`src/rtl/match_window_counter.sv`:
```
// match_window_counter
//
// Counts match pulses from a 1010 sequence detector over fixed windows of
// WIN_LEN qualified bit-cycles. Each finished window's count is presented
// through a one-entry valid/ready output register. When a window finishes
// while the previous result is still unconsumed, the new result is dropped
// and a sticky overrun flag is raised.
//
// Optional feature macro: MATCH_CNT_SAT_EN
//   defined   -> the per-window count saturates at 2^CNT_W-1
//   undefined -> the per-window count wraps modulo 2^CNT_W
//
// Parameters:
//   WIN_LEN  qualified bit-cycles per window (2..65535)
//   CNT_W    width of the match count (1..16)
//
// Ports:
//   clk_i        clock, all state changes on its rising edge
//   rst_ni       asynchronous active-low reset
//   en_i         counting enable (IDLE<->RUN)
//   bit_valid_i  qualifies the current cycle as one detector bit-cycle
//   z_i          detector match output, sampled only on qualified cycles
//   cnt_ready_i  consumer accepts cnt_data_o when high with cnt_valid_o
//   ovr_clr_i    synchronous clear of overrun_o
//   cnt_data_o   match count of the last completed window
//   cnt_valid_o  cnt_data_o holds an unconsumed result
//   overrun_o    sticky: a completed window was discarded
//   busy_o       high while in state RUN
module match_window_counter #(
  parameter int unsigned WIN_LEN = 16,
  parameter int unsigned CNT_W   = 8
) (
  input  logic             clk_i,
  input  logic             rst_ni,
  input  logic             en_i,
  input  logic             bit_valid_i,
  input  logic             z_i,
  input  logic             cnt_ready_i,
  input  logic             ovr_clr_i,
  output logic [CNT_W-1:0] cnt_data_o,
  output logic             cnt_valid_o,
  output logic             overrun_o,
  output logic             busy_o
);

  localparam int unsigned PW = (WIN_LEN > 1) ? $clog2(WIN_LEN) : 1;
  localparam logic [PW-1:0] POS_LAST = PW'(WIN_LEN - 1);

  typedef enum logic {
    IDLE = 1'b0,
    RUN  = 1'b1
  } state_e;

  state_e           state_q, state_d;
  logic [PW-1:0]    pos_q, pos_d;
  logic [CNT_W-1:0] acc_q, acc_d;
  logic [CNT_W-1:0] cnt_data_q, cnt_data_d;
  logic             cnt_valid_q, cnt_valid_d;
  logic             overrun_q, overrun_d;

  logic             qual;
  logic             done;
  logic [CNT_W-1:0] acc_inc;

  // A bit is counted only while running with the enable still high; the
  // cycle in which en_i drops leaves RUN and throws the partial window away.
  assign qual = (state_q == RUN) && en_i && bit_valid_i;
  assign done = qual && (pos_q == POS_LAST);

  // Accumulator plus the current bit. The same value serves as the running
  // count and as the completion result, so the final bit is included.
`ifdef MATCH_CNT_SAT_EN
  assign acc_inc = (z_i && (acc_q != {CNT_W{1'b1}})) ? acc_q + CNT_W'(1) : acc_q;
`else
  assign acc_inc = acc_q + CNT_W'(z_i);
`endif

  // Window FSM and position/accumulator next state.
  always_comb begin
    state_d = state_q;
    pos_d   = pos_q;
    acc_d   = acc_q;
    case (state_q)
      IDLE: begin
        // Held at zero so that entering RUN starts a clean window.
        pos_d = '0;
        acc_d = '0;
        if (en_i) state_d = RUN;
      end
      RUN: begin
        if (!en_i) begin
          state_d = IDLE;
          pos_d   = '0;
          acc_d   = '0;
        end else if (bit_valid_i) begin
          if (done) begin
            // Next window starts on the very next qualified cycle.
            pos_d = '0;
            acc_d = '0;
          end else begin
            pos_d = pos_q + PW'(1);
            acc_d = acc_inc;
          end
        end
      end
      default: begin
        state_d = IDLE;
        pos_d   = '0;
        acc_d   = '0;
      end
    endcase
  end

  // One-entry output register and sticky overrun flag.
  always_comb begin
    cnt_data_d  = cnt_data_q;
    cnt_valid_d = cnt_valid_q;
    overrun_d   = overrun_q && !ovr_clr_i;
    if (done) begin
      if (!cnt_valid_q || cnt_ready_i) begin
        // Empty slot, or consume and reload in the same cycle.
        cnt_data_d  = acc_inc;
        cnt_valid_d = 1'b1;
      end else begin
        // Consumer stalled: keep the old result, flag the loss. Set wins
        // over a simultaneous clear.
        overrun_d = 1'b1;
      end
    end else if (cnt_valid_q && cnt_ready_i) begin
      cnt_valid_d = 1'b0;
    end
  end

  always_ff @(posedge clk_i or negedge rst_ni) begin
    if (!rst_ni) begin
      state_q     <= IDLE;
      pos_q       <= '0;
      acc_q       <= '0;
      cnt_data_q  <= '0;
      cnt_valid_q <= 1'b0;
      overrun_q   <= 1'b0;
    end else begin
      state_q     <= state_d;
      pos_q       <= pos_d;
      acc_q       <= acc_d;
      cnt_data_q  <= cnt_data_d;
      cnt_valid_q <= cnt_valid_d;
      overrun_q   <= overrun_d;
    end
  end

  assign cnt_data_o  = cnt_data_q;
  assign cnt_valid_o = cnt_valid_q;
  assign overrun_o   = overrun_q;
  assign busy_o      = (state_q == RUN);

endmodule

```
`config.mk`:
```
export PLATFORM = sky130hd
export DESIGN_NAME = match_window_counter
export DESIGN_NICKNAME = d
export VERILOG_FILES = /design/src/rtl/match_window_counter.sv
export SDC_FILE = /design/constraint.sdc
export NUM_CORES = 1
export LEC_CHECK = 0
export ABC_CLOCK_PERIOD_IN_PS = 2250
export BUFFER_PORTS_ARGS = -buffer_cell sky130_fd_sc_hd__buf_2
export CORE_MARGIN = 2
export CORE_UTILIZATION = 54
export CTS_CLUSTER_DIAMETER = 120
export DETAILED_ROUTE_END_ITERATION = 12
export HOLD_SLACK_MARGIN = 0.05
export PLACE_DENSITY = 0.77
export SLEW_MARGIN = 5
export SYNTH_ARGS = -nofsm -noshare
export SYNTH_HDL_FRONTEND = slang
export SYNTH_SLANG_ARGS = --single-unit
export TNS_END_PERCENT = 20
```
`constraint.sdc`:
```
create_clock -name clk_i -period 2.25 [get_ports clk_i]
set_input_delay 0.225 -clock clk_i [delete_from_list [all_inputs] [get_ports clk_i]]
set_output_delay 0.225 -clock clk_i [all_outputs]
set_load 0.005 [all_outputs]
```
=== After elaboration in Yosys (flattened, before gate mapping) ===
Index checks and enable logic that the tools add are counted.

* Output and inout port bits: 11
* Register bits: 23
* Word-level logic and storage cells: 37

* $add $sub $neg: 2
* Muxes and demuxes: 14
* Reductions and logical operators: 11
* Equality and inequality tests: 3
* Bitwise logic cells: 1

{| class="wikitable"
|+ Operators by type and width
! operator !! count
|-
| $mux W8 || 3
|-
| $pmux W8 S2 || 1
|-
| $mux W4 || 3
|-
| $add A8 B1 Y8 || 1
|-
| $pmux W4 S2 || 1
|-
| $mux W1 || 6
|-
| $logic_and A1 B1 Y1 || 5
|-
| $add A4 B1 Y4 const B || 1
|-
| $eq A4 B4 Y1 const B || 1
|-
| $reduce_and A2 Y1 || 2
|-
| $ne A3 B3 Y1 const B || 1
|-
| $logic_not A1 Y1 || 2
|-
| $ne A2 B1 Y1 const B || 1
|-
| $reduce_bool A2 Y1 || 1
|-
| $logic_or A1 B1 Y1 || 1
|-
| $not A1 Y1 || 1
|}

=== Longest topological paths before layout ===
Gate-level depths: netlist of the first run.

* Word-level depth: 7
* Gate-level depth with buffers: 6

=== Worst setup path after synthesis of the first run ===
Ideal clock, no wire load.

* Path type: reg2reg
* From: register pos_q[0]
* To: register cnt_data_q[0] (netlist: cnt_data_o[0])
* Required time: 2125 ps
* Clock period less this slack: 1552 ps
* Arrival time: 1427 ps
* Setup slack: 698 ps
* Library setup time: 125 ps
* Stages on the path, launching flop included: 5
* Cells stage by stage: dfrtp_1 -> ha_1 -> nand2_2 -> nor4b_4 -> mux2_2

* Longest elaborated chain between the ends: 3

{| class="wikitable"
|+ RTL lines
! item !! RTL line !! RTL
|-
| start: declaration || 55 || <nowiki>logic [PW-1:0] pos_q, pos_d;</nowiki>
|-
| start signal: assignment || 144 || <nowiki>pos_q <= pos_d;</nowiki>
|-
| $eq A4 B4 Y1 || 68 || <nowiki>assign done = qual && (pos_q == POS_LAST);</nowiki>
|-
| $logic_and A1 B1 Y1 || 68 ||
|-
| $reduce_and A2 Y1 (no line) || n/a ||
|-
| end signal: assignment || 146 || <nowiki>cnt_data_q <= cnt_data_d;</nowiki>
|-
| end: declaration || 57 || <nowiki>logic [CNT_W-1:0] cnt_data_q, cnt_data_d;</nowiki>
|}

No other way between the ends.
A chain may end at the register's enable or synchronous reset.

=== Final worst setup path of the first run ===
* From: register pos_q[0]
* To: register cnt_data_q[5] (netlist: cnt_data_o[5])

Same word-level chain as after synthesis.

==> impl_metrics.csv, run 1 <==
group,metric,value,unit
status,outcome,"finished clean",
timing,hold_viol_final,0,
power_and_ir_drop,peakVddDrop,295.4,uV
setup_path,endpoint_kind,"flop",
floorplan,die_x,49.62,um
place,placed_area,1230,um2
timing,finalCritPeriodShare,68.96,%
route,detail_route.wirelength,1955,um
cells_and_area,syn2layout_area_growth,13.59,%
setup_path,crit_arrival,1.80,ns
place,placed_cells,151,
yosys,synth_edf_count,0,
global_routing,grt-ovfl-total,0,
cells_and_area,final_cell_mix,"dfrtp_1 (23), buf_2 (17), nor2_1 (13), nand2_1 (10), a21oi_1 (8)",
cts,clk_latency,0.31,ns
timing,slew_headroom,67.00,%
cts,cts-root-buf,"clkbuf_4",
power_and_ir_drop,power_leakage,0.6240,nW
yosys,syn-cell-area,1124,um2
floorplan,row_count,16,
yosys,ys_seq_area_share,51.22,%
cts,clk_path_buf_depth,2,
global_routing,antenna_found_initial,0,
place,port_buffers,17,
yosys,netlist_top_cells_area,"dfrtp_1 (51%), nor2_1 (4.3%), xnor2_1 (3.9%)",
route,drt_first_pass_iters,4,
yosys,async_flop_share,100.0,%
setup_path,crit_type,"reg2reg",
cells_and_area,layout.cells.non_filler,157,
global_routing,grt_pass1_vias,813,
yosys,syn_avg_cell_area,10.31,um2
timing,period_needed,1.552,ns
route,drtAntennaViolNets,0,
route,num_vias,828,
min_path,holdPathStages,2,
yosys,synth_flop_cell,"dfrtp_1",
cts,clock_sinks,23,
timing,worst_pin_slew,0.4950,ns
setup_path,startpoint_type,"flop",
setup_path,cp_max_fo,14,
yosys,syn_nets,119,
flow_run,max-cap-violations,0,
yosys,yosysUniqueCellTypes,36,
route,drt_iter0_markers,10,
global_routing,grt_max_degree,24,
setup_path,worstPathRequired,2.49,ns
cells_and_area,drive_above_1_share,23.85,%
timing,skew,0.006078,ns
power_and_ir_drop,p_per_area,505.0,nW/um2
yosys,ys_ff_latch,23,
place,gp_congestion,0.7765,
timing,tns,0,ns
cts,cts_tree,"built",
timing,rsz0062_at_grt,"no",
setup_path,r2r_cells,6,
cells_and_area,final_common_cell,"dfrtp_1",
yosys,synth_top_area_share,51.22,%
global_routing,grt_pass1_wl,3512,um
timing,max_freq,0.6445,GHz
cells_and_area,finalInstanceArea,1276,um2
timing,holdWs,0.08528,ns
route,via_per_inst,5.274,
yosys,syn_inst,109,
floorplan,design.core.area,1962,um2
yosys,synth_area_leader_cell,"dfrtp_1",
floorplan,fp.dieH,49.62,um
cts,clkTransAtPathRegs,0.12,ns
cts,postCtsSetupRepairBufs,0,
yosys,yosysWarnings,0,
cells_and_area,final_net_count,141,
timing,finalSetupViolations,0,
floorplan,die-area,2462,um2
min_path,hold_path_class,"in2reg",
cells_and_area,diodes,0,
cts,cts_buffers,3,
cts,cts_max_level,1,
route,drc,0,
floorplan,initial_core_util,57.27,%
floorplan,ios,18,
route,wl_per_cell,12.45,um
timing,maxSlewViolCount,0,
place,dp_hpwl,1496,um
global_routing,grt_util_all_layers,18.71,%
cells_and_area,fill_cells,176,
flip-flops by register name (all words and copies together), names as in the netlist:
register and cells:
acc_q 8, overrun_o 1, busy_o 1, pos_q 4, cnt_data_o 8, cnt_valid_o 1
critical path, stage by stage, from the launching register on:
cell,delay (ns)
dfrtp_1,0.40
ha_1,0.24
nand2_2,0.11
nor4b_4,0.30
buf_4,0.24
nor2_1,0.08
a21oi_2,0.11
routing by layer:
layer,up-vias,track usage (%),share of wire (%)
li1,421,-,-
met1,387,27.15,52
met2,15,28.44,44
met3,5,2.727,3.0
met4,0,6.944,1.7
met5,-,0,0
synthesized netlist by cell type, types with 2 or more instances:
master / n
a21o_1: 2
inv_1: 3
dfrtp_1: 23
nand2_1: 10
nand3_1: 4
nor2_1: 13
ha_1: 3
xnor2_1: 5
o21ai_0: 4
a31oi_1: 3
a21oi_2: 3
xor2_1: 3
mux2i_1: 2
nand4_1: 2
a21oi_1: 8
stage by stage:
stage	total power (W)	util (%)	worst slack [ns]
2_1_floorplan	0.0004434	-	0.6978
3_3_place_gp	0.0004624	62.69	0.7890
3_5_place_dp	0.0004631	62.69	0.6997
4_1_cts	0.0006484	65.05	0.6787
5_1_grt	0.0006702	65.05	0.5405
6_report	0.0006445	65.05	0.6984
final timing paths:
check,from,end,slack (ns)
worst max register to register,pos_q[0],cnt_data_o[5],0.70
worst max-delay path,pos_q[0],cnt_data_o[5],0.70
worst min register to register,acc_q[7],acc_q[7],0.52
max in group asynchronous,rst_ni,acc_q[1],1.51
min in group asynchronous,rst_ni,pos_q[2],0.40
worst min-delay path,ovr_clr_i,overrun_o,0.09
repair_timing:
action / 4_1_cts / 5_1_grt
gates resized for setup: 0 / 0
endpoints found under the hold margin: 24 / 0
hold buffers: 2 / 0
kinds of logic (layout without fill, tap and decap cells):
group	count (synthesis)	after routing	synth area share (%)
simple gates	39	39	17.82
flops	23	23	51.22
mux	3	3	2.784
compound gates	27	27	15.81
buf+inv	6	27	2.783
fa+ha+maj	3	3	3.341
xor+xnor	8	8	6.236
area by class of cell:
class	count	area [um2]	area share, %
sequential	23	575.6	45.10
multi-input combinational	80	516.7	40.49
timing repair buffer	20	112.6	8.824
tap	27	33.78	2.647
clock buffer	4	26.28	2.059
inverter	3	11.26	0.8824
power breakdown:
part	total [W]	switching (W)	internal, W
Sequential	0.000419	0.00000250	0.000416
Clock	0.000187	0.000118	0.0000692
Combinational	0.0000386	0.0000238	0.0000148
Total	0.000644	0.000144	0.000500
Note: power is estimated with default switching activity, not from simulation.
==> run 2: changes to the inputs <==
Settings changed: ABC_CLOCK_PERIOD_IN_PS 2250 to 1500.
Clock period 2.25 ns to 1.5 ns, I/O delays scaled along.
==> run 2 against run 1 <==
Net effect: largest power group unchanged; utilization rose by 3.8 points; combinational power is 75% higher; setup slack got worse by 0.68 ns; highest routed layer unchanged; critical path depth unchanged.
==> impl_metrics.csv, run 2 (same netlist as run 1, synthesis figures left out) <==
group,metric,value,unit
setup_path,worstPathRequired,1.74,ns
timing,skew,0.006201,ns
global_routing,grt_pass1_vias,858,
setup_path,r2r_cells,5,
power_and_ir_drop,total_power,0.0009884,W
power_and_ir_drop,p_per_area,732.1,nW/um2
cts,cts_max_level,1,
setup_path,crit_arrival,1.72,ns
cells_and_area,diodes,0,
floorplan,row_count,16,
power_and_ir_drop,peakVddDrop,407.2,uV
cts,cts-root-buf,"clkbuf_4",
cts,postCtsSetupRepairBufs,0,
setup_path,crit_type,"in2reg",
min_path,hold_path_class,"in2reg",
timing,finalCritPeriodShare,98.64,%
timing,hold_viol_final,0,
timing,maxSlewViolCount,0,
power_and_ir_drop,power_leakage,0.6566,nW
route,drt_iter0_markers,27,
timing,finalWorstSetupSlack,0.02040,ns
timing,period_needed,1.480,ns
floorplan,fp.dieH,49.62,um
setup_path,endpoint_kind,"flop",
cts,cts_buffers,3,
cts,cts_tree,"built",
cells_and_area,syn2layout_area_growth,20.16,%
route,via_per_inst,5.515,
global_routing,grt_max_degree,24,
setup_path,cp_max_fo,9,
route,drc,0,
cts,clock_sinks,23,
setup_path,startpoint_type,"input pin",
route,wl_per_cell,14.35,um
route,dr.max_layer_used,"met4",
cells_and_area,drive_above_1_share,27.94,%
cells_and_area,fill_cells,169,
timing,worst_pin_slew,0.5177,ns
place,dp_hpwl,1652,um
floorplan,ios,18,
floorplan,design.core.area,1962,um2
route,drt_first_pass_iters,4,
min_path,holdPathStages,3,
global_routing,grt_util_all_layers,20.91,%
global_routing,grt_pass1_wl,3898,um
place,gp_congestion,0.7814,
cells_and_area,final_cell_mix,"dfrtp_1 (23), buf_2 (17), nor2_1 (13), nand2_1 (10), a21oi_1 (8)",
route,num_vias,899,
route,drtAntennaViolNets,0,
place,port_buffers,17,
floorplan,initial_core_util,57.27,%
global_routing,grt-ovfl-total,0,
cells_and_area,final_net_count,147,
floorplan,die_x,49.62,um
timing,holdWs,0.1319,ns
cells_and_area,fin_util,68.81,%
timing,slew_headroom,65.49,%
global_routing,antenna_found_initial,0,
cells_and_area,final_common_cell,"dfrtp_1",
route,detail_route.wirelength,2339,um
timing,rsz0062_at_grt,"yes",
cts,clkTransAtPathRegs,0.13,ns
cts,clk_latency,0.31,ns
route,met2_wirelength,1162,um
floorplan,die-area,2462,um2
status,outcome,"finished clean",
cts,clk_path_buf_depth,2,
place,place_ws,0.01499,ns
timing,max_freq,0.6759,GHz
route,met3_length,93,um
timing,finalSetupViolations,0,
flow_run,max-cap-violations,0,
route,met1_length,1051,um
==> run 2: area by class of cell <==
class | count | area [um2] | share of cell area (%)
clock buffers | 3 | 22.52 | 1.668
clock inverters | 1 | 5.005 | 0.3707
inverters | 3 | 11.26 | 0.8341
multi-input cells | 80 | 538.0 | 39.85
flip-flops and latches | 23 | 575.6 | 42.63
well taps | 27 | 33.78 | 2.502
repair buffers | 26 | 163.9 | 12.14
==> run 2: metrics by stage <==
step | std cells | setup TNS [ns] | area, um2
after floorplan | 109 | 0 | 1124
after global placement | 156 | 0 | 1267
after detailed placement | 156 | 0 | 1267
after CTS | 163 | 0 | 1329
after global routing | 163 | -0.1812 | 1350
final | 163 | 0 | 1350
==> run 2: final timing paths <==
check	from	end	slack, ns
hold reg to reg	acc_q[7]	acc_q[7]	0.51
max in group asynchronous	rst_ni	cnt_data_o[1]	0.83
setup reg to reg	acc_q[0]	acc_q[5]	0.05
setup / recovery	en_i	acc_q[5]	0.02
min in group asynchronous	rst_ni	cnt_data_o[5]	0.32
hold / removal	cnt_ready_i	cnt_valid_o	0.13
==> run 2: worst max-delay path: stages <==
cell and delay, ns:
dlygate4sd3_1 0.53, buf_2 0.12, nand3_1 0.16, a31o_2 0.33, or3_1 0.35, o21ai_0 0.08
==> run 2: report_power, final <==
part | internal, W | leakage [nW] | total, W | switching (W)
clock network | 0.0000997 | 0.0177 | 0.000292 | 0.000193
logic | 0.0000274 | 0.321 | 0.0000675 | 0.0000400
registers | 0.000624 | 0.318 | 0.000629 | 0.00000429
total | 0.000751 | 0.657 | 0.000988 | 0.000237
==> run 2: routing by layer <==
| layer | GRT usage, % | up-vias |
|---|---|---|
| met4 | 5.556 | 0 |
| met2 | 35.56 | 30 |
| met1 | 28.09 | 426 |
| met5 | 0 | - |
| met3 | 2.727 | 5 |
| li1 | - | 438 |
==> run 2: repair_timing <==
item	4_1_cts	5_1_grt
gates resized for setup	1	3
hold buffers	3	0
endpoints found under the hold margin	25	0
setup endpoints to repair	1	8
==> run 3: changes to the inputs <==
==> constraint.sdc (replaced) <==
create_clock -name clk_i -period 1.5 [get_ports clk_i]
set_input_delay 0 -clock clk_i [delete_from_list [all_inputs] [get_ports clk_i]]
set_output_delay 0 -clock clk_i [all_outputs]
set_load 0.005 [all_outputs]
==> run 3 against run 2 <==
Net effect: first-iteration DRC count stayed put; power is 0.92% higher; clock power is 2% higher; sequential cell count stayed put; combinational power is 6.5% higher; critical path depth stayed put; setup slack better by 0.014 ns; critical path type is now reg2reg; via count is 4.2% higher; utilization is 1.3 points higher; sequential share of layout area is 0.78 points lower.
==> impl_metrics.csv, run 3 (same netlist as run 1, synthesis figures left out) <==
group,metric,value,unit
power_and_ir_drop,peakVddDrop,408.3,uV
power_and_ir_drop,power_leakage,0.6629,nW
timing,finalSetupViolations,0,
status,outcome,"finished clean",
route,via_per_inst,5.679,
power_and_ir_drop,p_per_area,725.5,nW/um2
timing,finalWorstSetupSlack,0.03484,ns
route,dr.max_layer_used,"met4",
global_routing,grt_pass1_wl,3939,um
place,dp_hpwl,1652,um
floorplan,row_count,16,
floorplan,ios,18,
cells_and_area,multi_input_area,543.0,um2
route,drt_iter0_markers,27,
cells_and_area,regArea,575.6,um2
cts,cts_tree,"built",
cts,clock_sinks,23,
global_routing,grt_util_all_layers,21.12,%
setup_path,startpoint_type,"flop",
cts,postCtsSetupRepairBufs,0,
place,placed_cells,156,
timing,skew,0.007994,ns
route,met3_length,140,um
cts,clk_latency,0.32,ns
place,port_buffers,17,
route,num_vias,937,
route,wl_per_cell,14.73,um
route,drt_first_pass_iters,4,
min_path,hold_path_class,"in2reg",
global_routing,grt-ovfl-total,0,
global_routing,grt_max_degree,24,
power_and_ir_drop,total_power,0.0009976,W
route,drc,0,
cells_and_area,final_net_count,149,
cts,clk_path_buf_depth,2,
cells_and_area,diodes,0,
floorplan,fp.dieH,49.62,um
cells_and_area,fill_cells,161,
route,met2_wirelength,1225,um
floorplan,die_x,49.62,um
floorplan,initial_core_util,57.27,%
place,gp_congestion,0.7814,
timing,period_needed,1.465,ns
timing,finalCritPeriodShare,97.68,%
timing,worst_pin_slew,0.5078,ns
timing,maxSlewViolCount,0,
setup_path,max_stage_delay,0.44,ns
floorplan,die-area,2462,um2
cells_and_area,syn2layout_area_growth,22.38,%
timing,hold_viol_final,0,
setup_path,worstPathRequired,1.74,ns
place,place_ws,0.01499,ns
floorplan,design.core.area,1962,um2
global_routing,antenna_found_initial,0,
flow_run,max-cap-violations,0,
global_routing,grt_pass1_vias,853,
setup_path,crit_arrival,1.71,ns
cells_and_area,drive_above_1_share,28.26,%
setup_path,cp_max_fo,14,
setup_path,cp_slowest_cell,"dfrtp_1",
cts,clkTransAtPathRegs,0.12,ns
cts,cts_buffers,3,
cells_and_area,final_common_cell,"dfrtp_1",
route,met1_length,1024,um
route,detail_route.wirelength,2431,um
cts,cts_max_level,1,
route,drtAntennaViolNets,0,
cells_and_area,final_cell_mix,"dfrtp_1 (23), buf_2 (17), nor2_1 (13), nand2_1 (10), a21oi_1 (8)",
cells_and_area,layout.cells.non_filler,165,
timing,slew_headroom,66.14,%
setup_path,endpoint_kind,"flop",
cts,cts-root-buf,"clkbuf_4",
setup_path,crit_type,"reg2reg",
setup_path,path_cells,"ha_4 -> nand2_2 -> nor4b_4 -> buf_6 -> nor2_1 -> a21oi_1",
timing,max_freq,0.6825,GHz
-- run 3: cell types whose count changed in the layout (fill, tap and decap cells not counted), sizes merged --
cell / before / now
dlygate4sd3: 3 / 5
-- run 3: cell type report --
class,instances,area share (%)
Timing Repair Buffer,28,13.38
Clock inverter,1,0.3640
Sequential cell,23,41.86
Tap cell,27,2.457
Multi-Input combinational cell,80,39.49
Inverter,3,0.8189
Clock buffer,3,1.638
-- run 3: repair_timing --
action | CTS | global route
endpoints found under the hold margin | 27 | 0
setup endpoints to repair | 1 | 8
hold buffers | 5 | 0
resized for setup | 1 | 4
cloned | 0 | 0
-- run 3: power breakdown --
part | switching (W) | internal (W)
logic | 0.0000412 | 0.0000307
clock network | 0.000197 | 0.000100
registers | 0.00000484 | 0.000624
total | 0.000243 | 0.000755
-- run 3: final timing paths --
kind / startpoint / endpoint / slack [ns] / depth (start not counted)
min in group asynchronous: rst_ni / cnt_data_o[5] / 0.16 / 2
max in group asynchronous: rst_ni / pos_q[3] / 1.00 / 2
max: pos_q[1] / cnt_data_o[1] / 0.03 / 6
min: z_i / cnt_data_o[0] / 0.13 / 3
min reg2reg: acc_q[7] / acc_q[7] / 0.51 / 1
max reg2reg: pos_q[1] / cnt_data_o[1] / 0.03 / 6
-- run 3: layer usage --
metal | vias to the layer above | global-route usage [%]
met5 | - | 0
met4 | 0 | 5.556
met3 | 6 | 2.727
met2 | 44 | 36.22
met1 | 450 | 28.14
li1 | 437 | -
-- run 3: through the flow --
stage	hold WS (ns)	setup TNS (ns)	area, um2	util, %
3_3_place_gp	-0.006058	0	1267	64.60
5_1_grt	0.1492	-0.002913	1375	70.09
4_1_cts	0.1383	0	1349	68.75
3_5_place_dp	-0.001398	0	1267	64.60
2_1_floorplan	-0.2956	0	1124	-
6_report	0.1301	0	1375	70.09
-- run 3: critical path, delay by kind of cell (launching register included) --
kind	cells	cell delay, ns
buffers and inverters	1	0.20
DFF	1	0.44
AOI/OAI and AO/OA	1	0.15
and+or+nand+nor	3	0.42
adders and majority gates	1	0.18
